[src/rtl/fifo_rd_ctrl.sv]
// Burst read controller: drains burst_len words from a FIFO and presents them downstream
// with a valid/ready handshake. Define RD_CTRL_PARITY_EN to add the registered m_parity output.
module fifo_rd_ctrl #(
  parameter int DATA_W = 4,
  parameter int LEN_W  = 5
) (
  input  logic              clk,
  input  logic              rst,
  input  logic              start,
  input  logic [LEN_W-1:0]  burst_len,
  input  logic [DATA_W-1:0] fifo_dout,
  input  logic              fifo_empty,
  output logic              fifo_rd_en,
  output logic [DATA_W-1:0] m_data,
  output logic              m_valid,
  input  logic              m_ready,
  output logic              busy,
  output logic              done,
  output logic [2:0]        state_dbg
`ifdef RD_CTRL_PARITY_EN
  ,
  output logic              m_parity
`endif
);

  // Handshake: a word transfers on a rising edge where m_valid && m_ready; m_data and
  // m_valid hold steady until then, and m_ready has no effect while m_valid is low.

  typedef enum logic [2:0] {
    IDLE    = 3'd0,
    FETCH   = 3'd1,
    WAIT    = 3'd2,
    PRESENT = 3'd3,
    DONE    = 3'd4
  } state_t;

  localparam logic [LEN_W-1:0] MAX_LEN = LEN_W'(1) << (LEN_W - 1);

  state_t           state;
  state_t           state_nxt;
  logic [LEN_W-1:0] count;
  logic [LEN_W-1:0] len;
  logic [LEN_W-1:0] count_inc;
  logic             xfer;

  assign count_inc = count + LEN_W'(1);
  assign xfer      = m_valid && m_ready;
  assign state_dbg = state;

  always_ff @(posedge clk or posedge rst) begin
    if (rst) begin
      state <= IDLE;
    end else begin
      state <= state_nxt;
    end
  end

  always_comb begin
    state_nxt  = state;
    fifo_rd_en = 1'b0;
    busy       = (state != IDLE);
    done       = 1'b0;
    case (state)
      IDLE: begin
        if (start) state_nxt = FETCH;
      end
      FETCH: begin
        // Strobe only when data exists; an empty FIFO stalls here.
        fifo_rd_en = !fifo_empty;
        if (!fifo_empty) state_nxt = WAIT;
      end
      WAIT: begin
        state_nxt = PRESENT;
      end
      PRESENT: begin
        if (xfer) state_nxt = (count_inc == len) ? DONE : FETCH;
      end
      DONE: begin
        done      = 1'b1;
        state_nxt = IDLE;
      end
      default: state_nxt = IDLE;
    endcase
  end

  always_ff @(posedge clk or posedge rst) begin
    if (rst) begin
      count   <= '0;
      len     <= '0;
      m_data  <= '0;
      m_valid <= 1'b0;
    end else begin
      case (state)
        IDLE: begin
          if (start) begin
            len   <= (burst_len == '0) ? MAX_LEN : burst_len;
            count <= '0;
          end
        end
        WAIT: begin
          // FIFO read data is valid the cycle after the strobe, i.e. now.
          m_data  <= fifo_dout;
          m_valid <= 1'b1;
        end
        PRESENT: begin
          if (xfer) begin
            count   <= count_inc;
            m_valid <= 1'b0;
          end
        end
        default: ;
      endcase
    end
  end

`ifdef RD_CTRL_PARITY_EN
  always_ff @(posedge clk or posedge rst) begin
    if (rst) begin
      m_parity <= 1'b0;
    end else if (state == WAIT) begin
      m_parity <= ^fifo_dout;
    end
  end
`endif

endmodule

[config.mk]
export PLATFORM = sky130hd
export DESIGN_NAME = fifo_rd_ctrl
export DESIGN_NICKNAME = d
export VERILOG_FILES = /design/src/rtl/fifo_rd_ctrl.sv
export SDC_FILE = /design/constraint.sdc
export NUM_CORES = 1
export LEC_CHECK = 0
export CAP_MARGIN = 20
export CORE_AREA = 2 2 45 47
export CTS_BUF_LIST = sky130_fd_sc_hd__clkbuf_8
export DETAILED_ROUTE_END_ITERATION = 10
export DIE_AREA = 0 0 47 49
export GPL_ROUTABILITY_DRIVEN = 0
export GPL_TIMING_DRIVEN = 0
export PLACE_DENSITY = 0.83
export SKIP_CTS_REPAIR_TIMING = 1
export SYNTH_ARGS = -nofsm -noshare
export SYNTH_HDL_FRONTEND = slang
export SYNTH_SLANG_ARGS = --single-unit
[constraint.sdc]
create_clock -name clk -period 3.8 [get_ports clk]
set_input_delay 0.76 -clock clk [delete_from_list [all_inputs] [get_ports clk]]
set_output_delay 0.76 -clock clk [all_outputs]
set_load 0.01 [all_outputs]
Yosys cells after proc, flatten, opt, wreduce, memory -nomap -nowiden

Index checks and enable logic that the tools add are counted.

Bits in read-only memories: 0
RAM bits: 0
Output and inout bits: 11
Word-level logic and storage cells: 38
Bits in latches: 0
Memories: 0
Flip-flop bits (word level): 18

Shift operators: 0
Bitwise gates (word level): 0
Equality and inequality tests: 8
Divide/modulo/power cells: 0
Muxes and demuxes: 13
Magnitude comparators: 0
Add/sub/neg operators: 1
$mul: 0
Reductions and logical operators: 11

Operators by type and width:

| kind                                                             | count |
|---|---|
| 5-bit two-way mux                                                | 3 |
| 3-bit two-way mux                                                | 4 |
| 3-bit case mux with 4 select lines                               | 1 |
| 5-bit case mux with 2 select lines                               | 1 |
| 3-bit by 2-bit == test with 1-bit output (second input constant) | 2 |
| 2-bit inequality test (second input constant)                    | 3 |
| 3-bit AND reduction                                              | 2 |
| 5-bit by 1-bit adder with 5-bit output (second input constant)   | 1 |
| 5-bit == test                                                    | 1 |
| 5-bit logical NOT                                                | 1 |
| 2-bit AND reduction                                              | 2 |
| 2-bit nonzero test                                               | 2 |
| 3-bit by 1-bit == test with 1-bit output (second input constant) | 1 |
| 3-bit == test (second input constant)                            | 1 |
| 3-bit logical NOT                                                | 1 |
| 1-bit two-way mux                                                | 3 |
| 3-bit nonzero test                                               | 1 |
| 1-bit case mux with 2 select lines                               | 1 |
| 1-bit logical AND                                                | 1 |
| 1-bit logical NOT                                                | 1 |

Logic depth before layout (Yosys ltp)

Depth after elaboration: 5
Mapped depth: 5
Mapped depth without buffers: 5

Least setup slack after synthesis

No wires, ideal clock.

Kind: input port to output port
From: input port fifo_empty
To: output port fifo_rd_en
Stages on the path: 2
Required time: 3,040 ps
Data arrival time: 1,179 ps
Setup slack: 1,861 ps
Cells stage by stage: nand2b_1 -> nor3_1

Longest elaborated chain between the ends: 2

RTL lines:

| what              | RTL line | source |
|---|---|---|
| from (decl)       | 12       | `input logic fifo_empty,` |
| 1-bit logical NOT | --       |  |
| 1-bit two-way mux | 63       | `case (state)` |
| to (decl)         | 13       | `output logic fifo_rd_en,` |

No other way between the ends.

Worst setup path after layout

Same ends and word-level chain as after synthesis.

==> impl_metrics.tcl <==
set metrics [dict create \
    crit_type "input pin to primary output" \
    drt_first_iter_violations 4 \
    synth_top_area_share_pct 49.2 \
    r2r_start "count[0]" \
    synth-simple-area-share_pct 18.6 \
    rsz0062_at_grt "false" \
    switchingPower_mw 0.317 \
    fin_area_sq_um 1240 \
    wire_per_inst_microns 13.4 \
    drcViolationCount 0 \
    synth_top_family_by_area "simple AND/OR/NAND/NOR gates" \
    tightest_slew_ns 0.665 \
    drive_gt1_share_pct 14.3 \
    synth-xor-area-share_pct 5.75 \
    worstReg2RegEnd "state_dbg[2]" \
    synth-seq-area-share_pct 49.2 \
    swShare_pct 35.2 \
    period_minus_slack_ns 2.79 \
    clock_latency_ns 0.26 \
    grt_start_max_net_pins 19 \
    cts_buffer_depth 2 \
    synthTopCellsByArea "dfrtp_1 49%, mux2_2 9.8%, xnor2_1 3.8%" \
    die_w_microns 47 \
    grt_pass1_vias 827 \
    die_height_microns 49 \
    insertedDiodeCount 0 \
    vias_per_cell 5.22 \
    p_int_mw 0.583 \
    vias 726 \
    power_density_nw_per_um2 724 \
    tns_ns 0 \
    max_freq_mhz 359 \
    cts_inserted_buffers 3 \
    yosys_register_bits 18 \
    synth_common_cells "18 x dfrtp_1, 9 x nor2_1, 8 x mux2_2" \
    area_delta_synth_final_pct 36.0 \
    dp_hpwl_microns 1390 \
    finalHoldViolCount 0 \
    cp.required_ns 3.04 \
    status "finished clean" \
    reg2reg_depth 5 \
    synth_fa_ha_area_share_pct 1.37 \
    antenna_found_initial 0 \
    synth_fp_nets 99 \
    maxCapViolations 0 \
    peakVddDrop_mv 0.407 \
    rows 16 \
    ios 25 \
    htreeDepth 1 \
    clk_pin_slew_worst_paths_ns 0.07 \
    setup.worst_path.start "fifo_empty" \
    min_from "count[4]" \
    skew_ns 0.00164 \
    fin_worst_hold_slack_ns 0.502 \
    yosys.cell_count.top_type "dfrtp_1" \
    whs_endpoint "count[4]" \
    cp-end-kind "primary output" \
    synth.mux.area_fraction_pct 10.9 \
    initial_core_util_pct 49.7 \
    ant_nets 0 \
    avgSynthCellArea_sq_um 10.9 \
    rrSetupSlack_ns 2.18 \
    grt_use_total_pct 20.4 \
    layout.nets 128 \
    synthCells 84 \
    wirelength_microns 1860 \
    setup_viol 0 \
    worstPathMaxFanout 3 \
    async_reset_ff_share_pct 100 \
    crit_arrival_ns 2.03 \
    grt_pass1_wl_microns 3470 \
    synth_edf_count 0 \
    yosys_warnings 0 \
    firstDrtPassIters 4 \
    min_path_type "register to register" \
    placement.io_buffers 24 \
    placed_area_sq_um 1190 \
    overflow 0 \
    start_kind "input pin" \
    syn_area_sq_um 915 \
    die_area_sq_um 2300 \
    p_leak_nw 0.522 \
    slew_violations 0 \
    fin_crit_sh_pct 73.4 \
    ys_types 32 \
    cts_tree "done" \
    core_area_sq_um 1840 \
    hold_depth 1 \
    root_buffer "clkbuf_8" \
    synth_compound_area_share_pct 12.2 \
    synth_area_leader_cell "dfrtp_1" \
    clock_sinks 18 \
    power_frac_comb_pct 45.6 \
    maxSlewHeadroom_pct 55.6 \
    synthFlopType "dfrtp_1" \
    p_seq_share_pct 36.8 \
    clkPwrFrac_pct 17.6 \
]
==> critical path: stages <==
cell and delay, ns:
clkdlybuf4s50_1 0.40, nand2b_1 0.17, nor3_1 0.14, clkdlybuf4s50_1 0.56
==> logic make-up after synthesis <==
family	after synthesis
flip-flops	18
AND/OR/NAND/NOR	30
adder cells (fa/ha/maj)	1
buffers and inverters	4
XOR/XNOR	6
multiplexers	9
AO/OA/AOI/OAI	16
==> through the flow <==
| step | utilization [%] | cells | setup slack (ns) | power, mW |
|---|---|---|---|---|
| 2_1_floorplan | - | 84 | 1.86 | 0.586 |
| 3_3_place_gp | 64.5 | 135 | 1.03 | 0.725 |
| 3_5_place_dp | 64.5 | 135 | 1.02 | 0.745 |
| 4_1_cts | 67.5 | 139 | 1.01 | 0.907 |
| 5_1_grt | 67.5 | 139 | 0.910 | 0.969 |
| 6_report | 67.5 | 139 | 1.01 | 0.900 |
==> registers in the layout (all words and copies together) (netlist names) <==
| signal | count |
|---|---|
| count | 5 |
| len | 5 |
| m_data | 4 |
| m_valid | 1 |
| state_dbg | 3 |
==> cells in the final DEF, fill, tap and decap left out, types with 2 or more instances in the layout <==
master	Yosys	routed
inv_1	2	2
xor2_1	2	2
clkbuf_8	0	4
nand2b_1	3	3
o21ai_0	4	4
clkdlybuf4s50_1	0	24
a22o_1	2	2
nand2_1	4	4
dfrtp_1	18	18
mux2_2	8	8
nor3_1	2	2
and3_1	2	2
nor2b_1	2	2
nand3_1	3	3
a21oi_1	2	2
xnor2_1	4	4
nor2_1	9	9
==> power groups by stage <==
stage / clock network, mW / registers, mW / logic, mW
2_1_floorplan: 0 / 0.338 / 0.248
3_5_place_dp: 0 / 0.335 / 0.410
5_1_grt: 0.166 / 0.345 / 0.457
6_report: 0.159 / 0.331 / 0.410
4_1_cts: 0.161 / 0.332 / 0.414
3_3_place_gp: 0 / 0.327 / 0.398
==> final cells by class <==
cell class                      instances  area [sq um]
Buffer                                  2          10.0
Clock buffer                            4          55.1
Tap cell                               27          33.8
Inverter                                2          7.51
Sequential cell                        18           450
Fill cell                             152           598
Multi-Input combinational cell         62           447
Timing Repair Buffer                   24           240
==> metal layers <==
layer	GRT usage [%]	wire [microns]	vias to the layer above
li1	-	-	359
met1	25.5	801	344
met2	32.6	944	18
met3	2.96	74	5
met4	10.6	39	0
met5	0	0	-
==> how the worst max path moves through the flow <==
stage | endpoint | slack, ns | cells after the start
floorplan | fifo_rd_en | 1.86 | 2
global placement | fifo_rd_en | 1.03 | 4
detailed placement | fifo_rd_en | 1.02 | 4
CTS | fifo_rd_en | 1.01 | 4
global route | fifo_rd_en | 0.91 | 4
finish | fifo_rd_en | 1.01 | 4
Power figures use the tool's default switching activity.
